File: config.mk
export PLATFORM = sky130hd
export DESIGN_NAME = adder_share_sched
export DESIGN_NICKNAME = d
export VERILOG_FILES = /design/src/rtl/adder_sched_pkg.sv /design/src/rtl/adder_share_sched_rr_arbiter.sv /design/src/rtl/brentkung_32bit.sv /design/src/rtl/adder_share_sched.sv
export SDC_FILE = /design/constraint.sdc
export NUM_CORES = 1
export LEC_CHECK = 0
export CAP_MARGIN = 10
export CORE_AREA = 2 2 461 463
export DETAILED_ROUTE_END_ITERATION = 8
export DIE_AREA = 0 0 463 465
export GPL_TIMING_DRIVEN = 0
export PLACE_DENSITY = 0.36
export SYNTH_ARGS = -nofsm -noshare
export SYNTH_HDL_FRONTEND = slang
export SYNTH_SLANG_ARGS = --single-unit
export TNS_END_PERCENT = 1
File: constraint.sdc
create_clock -name clk -period 9 [get_ports clk]
set_input_delay 1.8 -clock clk [delete_from_list [all_inputs] [get_ports clk]]
set_output_delay 1.8 -clock clk [all_outputs]
set_load 0.01 [all_outputs]
File: src/rtl/adder_sched_pkg.sv
// Shared constants, state encoding and helpers for the round-robin adder scheduler.
package adder_sched_pkg;

  localparam int WORD_W = 32;

  typedef enum logic [1:0] {
    IDLE,
    RUN,
    DONE
  } sched_state_t;

  function automatic int words(input int width);
    return width / WORD_W;
  endfunction

endpackage

File: src/rtl/adder_share_sched_rr_arbiter.sv
// Round-robin arbiter: grants the first active request at or above ptr, wrapping.
module rr_arbiter #(
  parameter int N  = 4,
  parameter int PW = $clog2(N)
) (
  input  logic [N-1:0]  req,
  input  logic [PW-1:0] ptr,
  input  logic          en,
  output logic [N-1:0]  gnt
);

  logic found;

  // NOTE: every variable driven here gets a default first so no latch is inferred.
  always_comb begin
    gnt   = '0;
    found = 1'b0;
    for (int off = 0; off < N; off++) begin
      if (en && !found && req[(int'(ptr) + off) % N]) begin
        gnt[(int'(ptr) + off) % N] = 1'b1;
        found                      = 1'b1;
      end
    end
  end

endmodule

File: src/rtl/brentkung_32bit.sv
// 32-bit Brent-Kung parallel-prefix adder with carry-in and carry-out.
module brentkung_32bit (
  input  logic [31:0] a,
  input  logic [31:0] b,
  input  logic        cin,
  output logic [31:0] sum,
  output logic        cout
);

  logic [31:0] half;
  logic [31:0] grp_g;

  // Up-sweep builds prefixes at positions 2^k-1; down-sweep fills the rest.
  always_comb begin : prefix_tree
    logic [31:0] g;
    logic [31:0] p;
    half = a ^ b;
    g    = a & b;
    p    = half;
    g[0] = g[0] | (p[0] & cin);
    for (int l = 0; l < 5; l++) begin
      for (int i = (2 << l) - 1; i < 32; i += (2 << l)) begin
        g[i] = g[i] | (p[i] & g[i - (1 << l)]);
        p[i] = p[i] & p[i - (1 << l)];
      end
    end
    for (int l = 3; l >= 0; l--) begin
      for (int i = (3 << l) - 1; i < 32; i += (2 << l)) begin
        g[i] = g[i] | (p[i] & g[i - (1 << l)]);
        p[i] = p[i] & p[i - (1 << l)];
      end
    end
    grp_g = g;
  end

  assign sum  = half ^ {grp_g[30:0], cin};
  assign cout = grp_g[31];

endmodule

File: src/rtl/adder_share_sched.sv
// Shares one 32-bit adder among NUM_REQ clients; each WIDTH-bit add runs LS word first
// with the inter-word carry held in a register.
module adder_share_sched
  import adder_sched_pkg::*;
#(
  parameter int NUM_REQ = 4,
  parameter int WIDTH   = 128
) (
  input  logic                       clk,
  input  logic                       rst_n,
  input  logic [NUM_REQ-1:0]         req_valid,
  output logic [NUM_REQ-1:0]         req_ready,
  input  logic [NUM_REQ*WIDTH-1:0]   req_a,
  input  logic [NUM_REQ*WIDTH-1:0]   req_b,
  input  logic [NUM_REQ-1:0]         req_cin,
  output logic                       rsp_valid,
  input  logic                       rsp_ready,
  output logic [$clog2(NUM_REQ)-1:0] rsp_id,
  output logic [WIDTH-1:0]           rsp_sum,
  output logic                       rsp_cout,
  output logic                       busy
);

  localparam int ID_W   = $clog2(NUM_REQ);
  localparam int WORDS  = words(WIDTH);
  localparam int WIDX_W = (WORDS > 1) ? $clog2(WORDS) : 1;

  if ((WIDTH % WORD_W) != 0 || NUM_REQ < 2) begin : g_bad_params
    $error("adder_share_sched: WIDTH must be a multiple of 32 and NUM_REQ >= 2");
  end

  sched_state_t state, state_nxt;

  logic [NUM_REQ-1:0] gnt;
  logic [ID_W-1:0]    gnt_id;
  logic [ID_W-1:0]    ptr;
  logic [WIDX_W-1:0]  word_idx;
  logic               carry;
  logic [WIDTH-1:0]   a_q;
  logic [WIDTH-1:0]   b_q;
  logic [WORD_W-1:0]  add_sum;
  logic               add_cout;
  logic               accept;
  logic               last_word;

  rr_arbiter #(.N(NUM_REQ), .PW(ID_W)) u_arb (
    .req (req_valid),
    .ptr (ptr),
    .en  (state == IDLE),
    .gnt (gnt)
  );

  brentkung_32bit u_add (
    .a    (a_q[word_idx*WORD_W +: WORD_W]),
    .b    (b_q[word_idx*WORD_W +: WORD_W]),
    .cin  (carry),
    .sum  (add_sum),
    .cout (add_cout)
  );

  always_comb begin
    gnt_id = '0;
    for (int i = 0; i < NUM_REQ; i++) begin
      if (gnt[i]) gnt_id = ID_W'(i);
    end
  end

  assign accept    = (state == IDLE) && (|req_valid);
  assign last_word = (word_idx == WIDX_W'(WORDS - 1));

  // NOTE: sequential state uses non-blocking assignments so every register samples pre-edge values.
  always_ff @(posedge clk) begin
    if (!rst_n) state <= IDLE;
    else        state <= state_nxt;
  end

  always_comb begin
    state_nxt = state;
    case (state)
      IDLE:    if (|req_valid) state_nxt = RUN;
      RUN:     if (last_word)  state_nxt = DONE;
      DONE:    if (rsp_ready)  state_nxt = IDLE;
      default: state_nxt = IDLE;
    endcase
  end

  always_comb begin
    req_ready = gnt;
    rsp_valid = (state == DONE);
    busy      = (state != IDLE);
  end

  always_ff @(posedge clk) begin
    if (!rst_n) begin
      carry    <= 1'b0;
      ptr      <= '0;
      word_idx <= '0;
      rsp_id   <= '0;
      rsp_sum  <= '0;
      rsp_cout <= 1'b0;
    end else begin
      case (state)
        IDLE: begin
          if (accept) begin
            rsp_id   <= gnt_id;
            carry    <= req_cin[gnt_id];
            word_idx <= '0;
            ptr      <= (gnt_id == ID_W'(NUM_REQ - 1)) ? '0 : gnt_id + 1'b1;
          end
        end
        RUN: begin
          rsp_sum[word_idx*WORD_W +: WORD_W] <= add_sum;
          carry    <= add_cout;
          word_idx <= word_idx + 1'b1;
          if (last_word) rsp_cout <= add_cout;
        end
        default: ;
      endcase
    end
  end

  // NOTE: operand latches carry no reset; they are always loaded at accept before being read.
  always_ff @(posedge clk) begin
    if (accept) begin
      a_q <= req_a[gnt_id*WIDTH +: WIDTH];
      b_q <= req_b[gnt_id*WIDTH +: WIDTH];
    end
  end

endmodule

==> results of run 1 <==
## registers in the layout, indices dropped and copies added, names as in the netlist
register	flops
a_q	128
state	2
rsp_sum	128
rsp_id	2
ptr	2
b_q	128
rsp_cout	1
word_idx	2
carry	1
## worst max path at each step
stage,startpoint,cells past startpoint,to
global route,req_valid[3],9,req_ready[3]
finish,req_valid[3],9,req_ready[3]
global placement,req_valid[0],4,b_q[78]
floorplan,req_valid[1],5,ptr[0]
detailed placement,req_valid[3],9,req_ready[3]
CTS,req_valid[3],9,req_ready[3]
## Yosys cell counts, types with 2 or more instances
master     count  share of area
o22a_1         2        0.00073
o21ai_1      253          0.053
mux2i_1      259           0.11
o21ai_0       48          0.010
a211oi_1       2        0.00063
fa_1          17          0.014
dfxtp_1      138           0.12
a22oi_1       96          0.030
a31oi_1        3        0.00079
a21oi_1      276          0.058
o21bai_1       2        0.00063
a21o_1        12         0.0038
ha_1          42          0.022
buf_6         24          0.011
or3_1          2        0.00052
inv_1         34         0.0053
mux2_2         2        0.00094
nand2b_1       6         0.0016
buf_4          4         0.0013
and2_1        35         0.0092
nor2_1       273          0.043
edfxtp_1     256           0.32
mux4_2        67          0.063
o21a_1         6         0.0019
clkbuf_1      92          0.014
nor2b_1      104          0.027
buf_1          9         0.0014
nor3_1         4        0.00084
buf_2         66          0.014
nand3_1        6         0.0013
o2111ai_1      2        0.00073
xor2_1         8         0.0029
and3_1         3        0.00079
nand4_1        3        0.00079
or2_2          2        0.00052
xnor2_1        7         0.0026
nand2_1      312          0.049
a2111oi_0      2        0.00073
## per-layer routing
layer	track usage	vias up	part of all wire
li1	-	11470	-
met1	0.2555	12630	0.42
met2	0.3629	1150	0.50
met3	0.04698	214	0.064
met4	0.03129	46	0.014
met5	0	-	0.0013
## worst max-delay path, cell delays in order
cell and delay (ns):
clkdlybuf4s50_1 0.50, mux2_2 0.33, a2111oi_0 0.39, o21ai_1 0.25, o22ai_2 0.70, buf_4 0.38
buf_2 0.51, buf_2 0.53, clkdlybuf4s50_1 0.64
## power by group through the flow
stage	Sequential, mW	Clock [mW]	Combinational [mW]
floorplan	2.85	0	3.18
global placement	3.22	0	7.69
detailed placement	3.18	0	7.70
CTS	3.16	2.45	7.72
global route	3.18	2.50	7.90
finish	3.13	2.35	7.39
## cells by family (layout without fill, tap and decap cells)
logic type,after synthesis,in the layout,share of synthesized area
fa+ha+maj,59,59,0.03622
flops,394,394,0.4372
simple gates,754,754,0.1357
mux,330,330,0.1736
buf+inv,230,1506,0.04774
compound gates,712,712,0.1641
other cells,0,28,0
xor+xnor,15,15,0.005496
## area by class of cell
class	instances	area [sq um]
antenna	28	70.07
clock inverter	27	217.7
clock buffer	74	1648
buffer	195	1016
timing repair buffer	1175	11810
fill	23550	169600
multi-input combinational	1870	12310
sequential	394	10450
tap	2821	3530
inverter	35	138.9
## through the flow
step	area, sq um	total power, mW
2_1_floorplan	23900	6.030
3_5_place_dp	39260	10.88
3_3_place_gp	39140	10.92
4_1_cts	41120	13.33
5_1_grt	41140	13.58
6_report	41190	12.86
==> run metrics, run 1 <==
status completed; number of synthesized flops with an enable pin 256; first-pass GRT wire length 284900 um; Post-CTS Setup Bufs 0; cts bufs inserted between 50 and 60; crit path kind primary input to primary output; Slew HR 0.1568; htree depth 2; hold path cells 1; final core occ 0.1954; hold path start state[1]; PD cells 312.3 nW/um^2; CTS root buf clkbuf_16; Post-CTS Resized 0; # DRC 0; Synth cell types 53; final WL between 200000 and 250000 um; Final ANT Viol Nets 0; Yosys warning count 0; CTS tree yes; most common cell after layout, fill and taps aside clkdlybuf4s50_1; maximum clock rate 0.1272 GHz; setup TNS 0 ns; Worst Reg2Reg Path Length in Cells 19; reg2reg setup slack 2.43 ns; layout cells sized above 1 0.07029; wire per inst 34.63 um; CP Data Required Time 7.20 ns; clock power share 0.183; Final Wtd Congestion 0.8505; # clock sinks between 300 and 400; endpoint arrival time on the critical path 6.06 ns; CTS Hold Bufs 0; Post-Layout Cell Count about 6600; Final Max Tran Viols 0; Clock Tree Buf Depth 3; Avg Cell Area, Syn 9.584 sq um; final setup fails 0; most frequent cells in the layout clkdlybuf4s50_1, nand2_1, a21oi_1, nor2_1, mux2i_1; pin count of the biggest net entering global routing 104; Tmin final 7.865 ns; Hold WS 0.4979 ns; Pint 6.277 mW; sw frac 0.5120; combinational power share 0.574; Final Worst Setup Slack roughly 1.1 ns; vias per cell 3.854; vias in the first global route approximately 26000; Setup crit start kind primary input; Min-Delay Path Class register to register; Ports ~1200; Worst Hold Path EP state[0]; clk_skew approximately 0.023 ns; critical path peak fanout 10; sequential fraction of the synthesis area 0.4372; Skew-Pair Late Insertion Delay approximately 0.67 ns; RR Startpoint word_idx[0]; First-pass DRT Iterations 7; Reg clk slew, reported paths 0.06 ns; port bufs 1170; nets roughly 4800; final hold viol count 0; Die ar. between 200000 and 250000 sq um; Mapped Cells 2494; Synth async-reset ratio 0; Leakage 15.37 nW; chip height 465 um; Post-DP HPWL 198300 um; Synth Register Bits 394; area of the core 210800 sq um; Mapped Nets 3588; Via Count 25510; Final Cycle Share 0.8738; cell area after synthesis ~24000 sq um; Area Growth Syn to Fin 72.34%; cell count after placement about 6500; first-iteration detailed-routing DRC count 1739; num rows 169; Overflow after GRT 0; reg-to-reg endpoint rsp_sum[85]; Worst Tran Pin Value 1.261 ns; P_sw 6.587 mW; total track usage 0.2048; endpoint class of the critical path primary output; max capacitance violation total 0; Initial Util 0.1134; sequential power share 0.243; initial antenna violation count 129; Top FF cell, synth edfxtp_1; DIE WIDTH 463 um; VDD IR-drop max 162.9 uV; Setup WS pre-CTS approximately 1.0 ns; RSZ-0062 raised after global routing no
Note: power is estimated with default switching activity, not from simulation.
==> run 2, diff against run 1 <==
TNS_END_PERCENT = 20   (was 1)
==> results of run 2 <==
Same layout as run 1: the final DEF is identical, and so are final timing and power.
